**src/rtl/control_fsm_if.sv**
```systemverilog
// Datapath control bundle: instruction fields and PSR flags in, mux selects and strobes out.
// Latency: none; pure wiring between the controller and the datapath.
// Backpressure: none; the controller steps on every clock and the datapath always follows.
// Ports: master = control_fsm (drives selects/enables, reads instruction/PSR),
//        slave  = datapath (the reverse directions).
interface control_fsm_if #(
  parameter int REG_ADD = 4,
  parameter int PSRL    = 5
);
  logic [REG_ADD-1:0] OP_CODE;
  logic [REG_ADD-1:0] OP_EXT;
  logic [REG_ADD-1:0] Rdest_addr;
  logic [PSRL-1:0]    PSR_OUT;    // {N,Z,F,L,C}

  logic       PC_S;
  logic       MEM_S;
  logic [1:0] WD_S;
  logic [1:0] ALUA_S;
  logic [1:0] ALUB_S;
  logic       INSTR_EN;
  logic       ALU_OUT_EN;
  logic       MEM_REG_EN;
  logic       PC_EN;
  logic       PSR_EN;
  logic       SE_SIGN;
  logic       REG_WR;
  logic       MEM_WE;
  logic [3:0] state_out;

  modport master (
    input  OP_CODE, OP_EXT, Rdest_addr, PSR_OUT,
    output PC_S, MEM_S, WD_S, ALUA_S, ALUB_S,
           INSTR_EN, ALU_OUT_EN, MEM_REG_EN, PC_EN, PSR_EN,
           SE_SIGN, REG_WR, MEM_WE, state_out
  );

  modport slave (
    output OP_CODE, OP_EXT, Rdest_addr, PSR_OUT,
    input  PC_S, MEM_S, WD_S, ALUA_S, ALUB_S,
           INSTR_EN, ALU_OUT_EN, MEM_REG_EN, PC_EN, PSR_EN,
           SE_SIGN, REG_WR, MEM_WE, state_out
  );
endinterface

```
**src/rtl/control_fsm.sv**
```systemverilog
// Multicycle controller for the 16-bit core: sequences fetch/decode/execute/writeback.
// Latency: 4 cycles (CMP/MOV/STOR/branch/NOP), 5 (ALU reg/imm), 6 (LOAD); outputs combinational from state.
// Backpressure: none; one instruction in flight, state advances every clock.
// Ports: clk, reset (synchronous, active high), bus (control_fsm_if.master).
// Option: CTRL_BRANCH_EN enables Bcond/Jcond; without it both decode as NOPs and
//         the condition-evaluation logic is absent.
module control_fsm (
  input  logic          clk,
  input  logic          reset,
  control_fsm_if.master bus
);

  typedef enum logic [3:0] {
    FETCH0 = 4'd0,
    FETCH1 = 4'd1,
    DECODE = 4'd2,
    EXEC   = 4'd3,
    ALUWB  = 4'd4,
    MEMLAT = 4'd5,
    LDWB   = 4'd6
  } state_e;

  localparam logic [3:0] OP_RTYPE = 4'b0000;
  localparam logic [3:0] OP_ANDI  = 4'b0001;
  localparam logic [3:0] OP_ORI   = 4'b0010;
  localparam logic [3:0] OP_XORI  = 4'b0011;
  localparam logic [3:0] OP_MEM   = 4'b0100;
  localparam logic [3:0] OP_ADDI  = 4'b0101;
  localparam logic [3:0] OP_SUBI  = 4'b1001;
  localparam logic [3:0] OP_CMPI  = 4'b1011;
  localparam logic [3:0] OP_BCOND = 4'b1100;
  localparam logic [3:0] OP_MOVI  = 4'b1101;

  localparam logic [3:0] EXT_ADD  = 4'b0101;
  localparam logic [3:0] EXT_SUB  = 4'b1001;
  localparam logic [3:0] EXT_CMP  = 4'b1011;
  localparam logic [3:0] EXT_MOV  = 4'b1101;
  localparam logic [3:0] EXT_LOAD = 4'b0000;
  localparam logic [3:0] EXT_STOR = 4'b0100;
  localparam logic [3:0] EXT_JCND = 4'b1100;

  state_e state_q, state_d;

`ifdef CTRL_BRANCH_EN
  logic flag_n, flag_z, flag_f, flag_l, flag_c;
  logic cond_true;

  assign {flag_n, flag_z, flag_f, flag_l, flag_c} = bus.PSR_OUT;

  always_comb begin
    cond_true = 1'b0;
    case (bus.Rdest_addr)
      4'b0000: cond_true = flag_z;
      4'b0001: cond_true = !flag_z;
      4'b0010: cond_true = flag_c;
      4'b0011: cond_true = !flag_c;
      4'b0100: cond_true = flag_l;
      4'b0101: cond_true = !flag_l;
      4'b0110: cond_true = flag_n;
      4'b0111: cond_true = !flag_n;
      4'b1000: cond_true = flag_f;
      4'b1001: cond_true = !flag_f;
      4'b1010: cond_true = !flag_l && !flag_z;
      4'b1011: cond_true = flag_l || flag_z;
      4'b1100: cond_true = !flag_n && !flag_z;
      4'b1101: cond_true = flag_n || flag_z;
      4'b1110: cond_true = 1'b1;
      default: cond_true = 1'b0;
    endcase
  end
`else
  // Condition inputs are only meaningful with branches compiled in.
  logic unused_cond;
  assign unused_cond = ^{bus.Rdest_addr, bus.PSR_OUT};
`endif

  always_ff @(posedge clk) begin
    if (reset) state_q <= FETCH0;
    else       state_q <= state_d;
  end

  always_comb begin
    state_d        = FETCH0;
    bus.PC_S       = 1'b0;
    bus.MEM_S      = 1'b0;
    bus.WD_S       = 2'd0;
    bus.ALUA_S     = 2'd0;
    bus.ALUB_S     = 2'd0;
    bus.INSTR_EN   = 1'b0;
    bus.ALU_OUT_EN = 1'b0;
    bus.MEM_REG_EN = 1'b0;
    bus.PC_EN      = 1'b0;
    bus.PSR_EN     = 1'b0;
    bus.SE_SIGN    = 1'b0;
    bus.REG_WR     = 1'b0;
    bus.MEM_WE     = 1'b0;
    bus.state_out  = state_q;

    case (state_q)
      FETCH0: begin
        bus.MEM_S = 1'b1;
        state_d   = FETCH1;
      end
      FETCH1: begin
        // PC <- PC + 1 while the fetched word is latched.
        bus.MEM_S    = 1'b1;
        bus.INSTR_EN = 1'b1;
        bus.PC_EN    = 1'b1;
        bus.ALUA_S   = 2'd1;
        bus.ALUB_S   = 2'd2;
        bus.PC_S     = 1'b1;
        state_d      = DECODE;
      end
      DECODE: state_d = EXEC;
      EXEC: begin
        case (bus.OP_CODE)
          OP_RTYPE: begin
            if (bus.OP_EXT == EXT_MOV) begin
              bus.WD_S   = 2'd1;
              bus.REG_WR = 1'b1;
            end else if (bus.OP_EXT == EXT_CMP) begin
              bus.PSR_EN = 1'b1;
            end else begin
              bus.ALU_OUT_EN = 1'b1;
              bus.PSR_EN     = (bus.OP_EXT == EXT_ADD) || (bus.OP_EXT == EXT_SUB);
              state_d        = ALUWB;
            end
          end
          OP_ANDI, OP_ORI, OP_XORI: begin
            bus.ALUA_S     = 2'd2;
            bus.ALU_OUT_EN = 1'b1;
            state_d        = ALUWB;
          end
          OP_ADDI, OP_SUBI: begin
            bus.ALUA_S     = 2'd2;
            bus.SE_SIGN    = 1'b1;
            bus.ALU_OUT_EN = 1'b1;
            bus.PSR_EN     = 1'b1;
            state_d        = ALUWB;
          end
          OP_CMPI: begin
            bus.ALUA_S  = 2'd2;
            bus.SE_SIGN = 1'b1;
            bus.PSR_EN  = 1'b1;
          end
          OP_MOVI: begin
            bus.REG_WR = 1'b1;
          end
          OP_MEM: begin
            if (bus.OP_EXT == EXT_LOAD) begin
              state_d = MEMLAT;
            end else if (bus.OP_EXT == EXT_STOR) begin
              bus.MEM_WE = 1'b1;
            end
`ifdef CTRL_BRANCH_EN
            else if (bus.OP_EXT == EXT_JCND && cond_true) begin
              bus.PC_EN = 1'b1;
            end
`endif
          end
`ifdef CTRL_BRANCH_EN
          OP_BCOND: begin
            // PC <- PC + 1 + sext(disp8); PC already holds PC+1 from FETCH1.
            if (cond_true) begin
              bus.PC_EN   = 1'b1;
              bus.ALUA_S  = 2'd1;
              bus.ALUB_S  = 2'd1;
              bus.PC_S    = 1'b1;
              bus.SE_SIGN = 1'b1;
            end
          end
`endif
          default: ;
        endcase
      end
      ALUWB: begin
        bus.WD_S   = 2'd3;
        bus.REG_WR = 1'b1;
      end
      MEMLAT: begin
        bus.MEM_REG_EN = 1'b1;
        state_d        = LDWB;
      end
      LDWB: begin
        bus.WD_S   = 2'd2;
        bus.REG_WR = 1'b1;
      end
      default: state_d = FETCH0;
    endcase

    // Reset wins over the current state so an abandoned instruction can never
    // strobe a register or memory write.
    if (reset) begin
      bus.PC_S       = 1'b0;
      bus.MEM_S      = 1'b1;
      bus.WD_S       = 2'd0;
      bus.ALUA_S     = 2'd0;
      bus.ALUB_S     = 2'd0;
      bus.INSTR_EN   = 1'b0;
      bus.ALU_OUT_EN = 1'b0;
      bus.MEM_REG_EN = 1'b0;
      bus.PC_EN      = 1'b0;
      bus.PSR_EN     = 1'b0;
      bus.SE_SIGN    = 1'b0;
      bus.REG_WR     = 1'b0;
      bus.MEM_WE     = 1'b0;
    end
  end

endmodule

```
**src/flat_wrapper.sv**
```systemverilog
// flat-port wrapper written by rule: the top's interface ports become plain ports
module control_fsm_flat 
  (clk, reset, bus_OP_CODE, bus_OP_EXT, bus_Rdest_addr, bus_PSR_OUT, bus_PC_S, bus_MEM_S, bus_WD_S, bus_ALUA_S, bus_ALUB_S, bus_INSTR_EN, bus_ALU_OUT_EN, bus_MEM_REG_EN, bus_PC_EN, bus_PSR_EN, bus_SE_SIGN, bus_REG_WR, bus_MEM_WE, bus_state_out);
  control_fsm_if bus_i ();
  input  logic clk;
  input  logic reset;
  input wire logic [$bits(bus_i.OP_CODE)-1:0] bus_OP_CODE;
  input wire logic [$bits(bus_i.OP_EXT)-1:0] bus_OP_EXT;
  input wire logic [$bits(bus_i.Rdest_addr)-1:0] bus_Rdest_addr;
  input wire logic [$bits(bus_i.PSR_OUT)-1:0] bus_PSR_OUT;
  output wire logic [$bits(bus_i.PC_S)-1:0] bus_PC_S;
  output wire logic [$bits(bus_i.MEM_S)-1:0] bus_MEM_S;
  output wire logic [$bits(bus_i.WD_S)-1:0] bus_WD_S;
  output wire logic [$bits(bus_i.ALUA_S)-1:0] bus_ALUA_S;
  output wire logic [$bits(bus_i.ALUB_S)-1:0] bus_ALUB_S;
  output wire logic [$bits(bus_i.INSTR_EN)-1:0] bus_INSTR_EN;
  output wire logic [$bits(bus_i.ALU_OUT_EN)-1:0] bus_ALU_OUT_EN;
  output wire logic [$bits(bus_i.MEM_REG_EN)-1:0] bus_MEM_REG_EN;
  output wire logic [$bits(bus_i.PC_EN)-1:0] bus_PC_EN;
  output wire logic [$bits(bus_i.PSR_EN)-1:0] bus_PSR_EN;
  output wire logic [$bits(bus_i.SE_SIGN)-1:0] bus_SE_SIGN;
  output wire logic [$bits(bus_i.REG_WR)-1:0] bus_REG_WR;
  output wire logic [$bits(bus_i.MEM_WE)-1:0] bus_MEM_WE;
  output wire logic [$bits(bus_i.state_out)-1:0] bus_state_out;
  assign bus_i.OP_CODE = bus_OP_CODE;
  assign bus_i.OP_EXT = bus_OP_EXT;
  assign bus_i.Rdest_addr = bus_Rdest_addr;
  assign bus_i.PSR_OUT = bus_PSR_OUT;
  assign bus_PC_S = bus_i.PC_S;
  assign bus_MEM_S = bus_i.MEM_S;
  assign bus_WD_S = bus_i.WD_S;
  assign bus_ALUA_S = bus_i.ALUA_S;
  assign bus_ALUB_S = bus_i.ALUB_S;
  assign bus_INSTR_EN = bus_i.INSTR_EN;
  assign bus_ALU_OUT_EN = bus_i.ALU_OUT_EN;
  assign bus_MEM_REG_EN = bus_i.MEM_REG_EN;
  assign bus_PC_EN = bus_i.PC_EN;
  assign bus_PSR_EN = bus_i.PSR_EN;
  assign bus_SE_SIGN = bus_i.SE_SIGN;
  assign bus_REG_WR = bus_i.REG_WR;
  assign bus_MEM_WE = bus_i.MEM_WE;
  assign bus_state_out = bus_i.state_out;
  control_fsm u_core (.clk(clk), .reset(reset), .bus(bus_i));
endmodule
```
**config.mk**
```make
export PLATFORM = sky130hd
export DESIGN_NAME = control_fsm_flat
export DESIGN_NICKNAME = d
export VERILOG_FILES = /design/src/rtl/control_fsm_if.sv /design/src/rtl/control_fsm.sv /design/src/flat_wrapper.sv
export SDC_FILE = /design/constraint.sdc
export NUM_CORES = 1
export LEC_CHECK = 0
export ABC_AREA = 0
export BUFFER_PORTS_ARGS = -buffer_cell sky130_fd_sc_hd__buf_2
export CAP_MARGIN = 5
export CORE_AREA = 8 8 45 47
export DETAILED_ROUTE_END_ITERATION = 10
export DIE_AREA = 0 0 53 55
export GPL_ROUTABILITY_DRIVEN = 0
export PLACE_DENSITY_LB_ADDON = 0.05
export SYNTH_ARGS = -nofsm -noshare
export SYNTH_HDL_FRONTEND = slang
export SYNTH_SLANG_ARGS = --single-unit
```
**constraint.sdc**
```tcl
create_clock -name clk -period 4.35 [get_ports clk]
set_input_delay 0.87 -clock clk [delete_from_list [all_inputs] [get_ports clk]]
set_output_delay 0.87 -clock clk [all_outputs]
set_load 0.1 [all_outputs]
```
==> run summary <==
Routed WL per cell = 13.1 um
R2R Setup Slk = 3.16 ns
Max reg flops = 3
Yosys top cell area share = 0.138
DIE WIDTH = 53 um
Post-route minimum period = 3.21 ns
CP Class = primary input to primary output
Wirelength, routed = 1310 um
DRT iter0 DRCs = 4
DRT Pass-1 Iters = 4
PwrDens = 272 nW/um2
Synth top area cells = dfxtp_1 (14%), buf_4 (8.6%), nor2_1 (6.0%)
Worst EP arrival = 2.34 ns
Hold/Removal Path Class = flip-flop to flip-flop
Placed cells = 96
Hpwl dp = 1060 um
Startpoint types = primary input
Fmax = 0.312 GHz
Largest net degree at the start of global routing = 12
Yosys warnings = 0
I/O pin cnt = 39
First-pass GRT wire length = 2100 um
CP Max Fanout = 8
Critical-path cell list = buf_2 -> nor2_1 -> nor4bb_1 -> nand4_1 -> a31oi_1 -> buf_2
CTS Sinks = 3
Die area = 2920 um2
Reg-to-reg startpoint = u_core.bus.state_out[1]$_SDFF_PP0_
IO Port Bufs = 27
Hold path start = u_core.bus.state_out[0]$_SDFF_PP0_
Via count = 488
PostCTS Resize Cnt = 0
Antenna Nets Post-Route = 0
Critical Path Max Stage Delay = 0.44 ns
Post-layout util = 0.420
# diodes = 0
Period utilisation layout = 0.737
Reg2reg end = u_core.bus.state_out[2]$_SDFF_PP0_
Number of cells on the worst hold path = 1
DRC viols = 0
Min Hold Slack = 0.560 ns
Avg Synthesized Cell Area = 7.26 um2
Power, Total = 0.000158 W
Worst Path Required = 3.48 ns
Setup TNS = 0 ns
Most common cell after layout, fill and taps aside = buf_2
Crit-path most repeated cell = buf_2
R2R cell count = 4
Setup Viol. Count Final = 0
Most frequent cells in the layout = buf_2 (27), nor2_1 (7), nand2b_1 (4)
RSZ-0062 raised after global routing = no
Gr ovfl total = 0
Nets = 104
Global-route usage over all layers = 0.0944
Flops & latches, synth = 3
Buf/Inv on CP = 2
Fill cells = 169
Top cell type by total area after synthesis = dfxtp_1
Sequential-to-total area share from yosys stat = 0.138
CTS Root Cell = clkbuf_4
Post-CTS setup buffers = 0
Clk_skew = 0.000658 ns
Pleak = 0.282 nW
Synth cell types = 33
Post-synthesis cell count = 60
Critical-path cell with the highest stage delay = buf_2
Depth of the CTS H-tree = 1
Max Cap Viol = 0
Status = finished, final reports clean
Vias in the first global route = 506
Total CTS buffers = 3
CTS hold repair buffers = 0
Bufs on Longest Clock Path = 2
Slew Viols, Final = 0
Fin cells = 100
Crit-path leading delay family = simple AND/OR/NAND/NOR gates
Vias per cell = 4.88
Mapped Area = 435 um2
Starting Density = 0.315
CTS tree = done
Core area = 1380 um2
Hold endpoint = u_core.bus.state_out[0]$_SDFF_PP0_
Final hold vios = 0
Layout overhead on the synthesized area = 33.3%
Rows = 14
Initial antenna violation count = 0
Worst-path clk slew = 0.04 ns
Worst VDD drop = 0.0732 mV
DIE HEIGHT = 55 um
Layout cells sized above 1 = 0.464
Clock latency on the worst-skew pair = 0.23 ns
Critical path endpoint category = primary output
==> cell type report <==
class	instances	area, um2	area share
Multi-Input combinational cell	48	332	0.571
Timing Repair Buffer	27	135	0.233
Sequential cell	3	60.1	0.103
Clock buffer	4	26.3	0.0453
Tap cell	16	20.0	0.0345
Inverter	2	7.51	0.0129
==> logic make-up (layout without fill, tap and decap cells) <==
logic type      Yosys count  after routing  share of synthesized area
xor+xnor                  1              1                     0.0201
simple gates             30             30                      0.437
mux                       2              2                     0.0460
compound gates           13             13                      0.204
buf+inv                  10             33                      0.147
flops                     3              3                      0.138
other cells               1              2                    0.00861
==> layer usage <==
| metal | up-vias | global-route usage | routed length (um) |
|---|---|---|---|
| li1 | 261 | - | - |
| met1 | 213 | 0.102 | 562 |
| met2 | 14 | 0.164 | 634 |
| met3 | 0 | 0.0187 | 110 |
| met4 | 0 | 0.0647 | 0 |
| met5 | - | 0 | 0 |
==> per-stage QoR <==
step,setup WS [ns],area [um2]
3_3_place_gp,1.14,554
4_1_cts,1.15,581
6_report,1.14,581
3_5_place_dp,1.15,554
5_1_grt,1.03,581
2_1_floorplan,0.130,455
==> how the worst max path moves through the flow <==
stage	startpoint	endpoint	slack (ns)	cells past startpoint
after floorplan	u_core.bus.state_out[0]$_SDFF_PP0_	bus_ALUA_S[0]	0.13	2
after global placement	bus_OP_CODE[3]	bus_REG_WR	1.14	6
after detailed placement	bus_OP_CODE[3]	bus_REG_WR	1.15	6
after CTS	bus_OP_CODE[3]	bus_REG_WR	1.15	6
after global routing	bus_OP_CODE[3]	bus_REG_WR	1.03	6
final	bus_OP_CODE[3]	bus_REG_WR	1.14	6
==> cell usage after synthesis (all sizes together) <==
master  number
dfxtp        3
nor3         3
or2          1
o21ai        3
buf          6
a31o         1
and3         1
nand2b       4
nand4        2
or3          1
xnor2        1
nor4         3
or4          1
mux2i        2
nor2         7
nand3b       1
o21bai       1
nor3b        1
nor2b        1
o21a         1
a21oi        2
nand2        2
or3b         1
a211oi       2
conb         1
clkbuf       2
a22oi        1
a31oi        2
nor4bb       1
inv          2
==> report_power, final <==
part           internal, W  switching, W
logic            0.0000146     0.0000629
registers        0.0000292    0.00000232
clock network    0.0000344     0.0000142
Note: power is estimated with default switching activity, not from simulation.
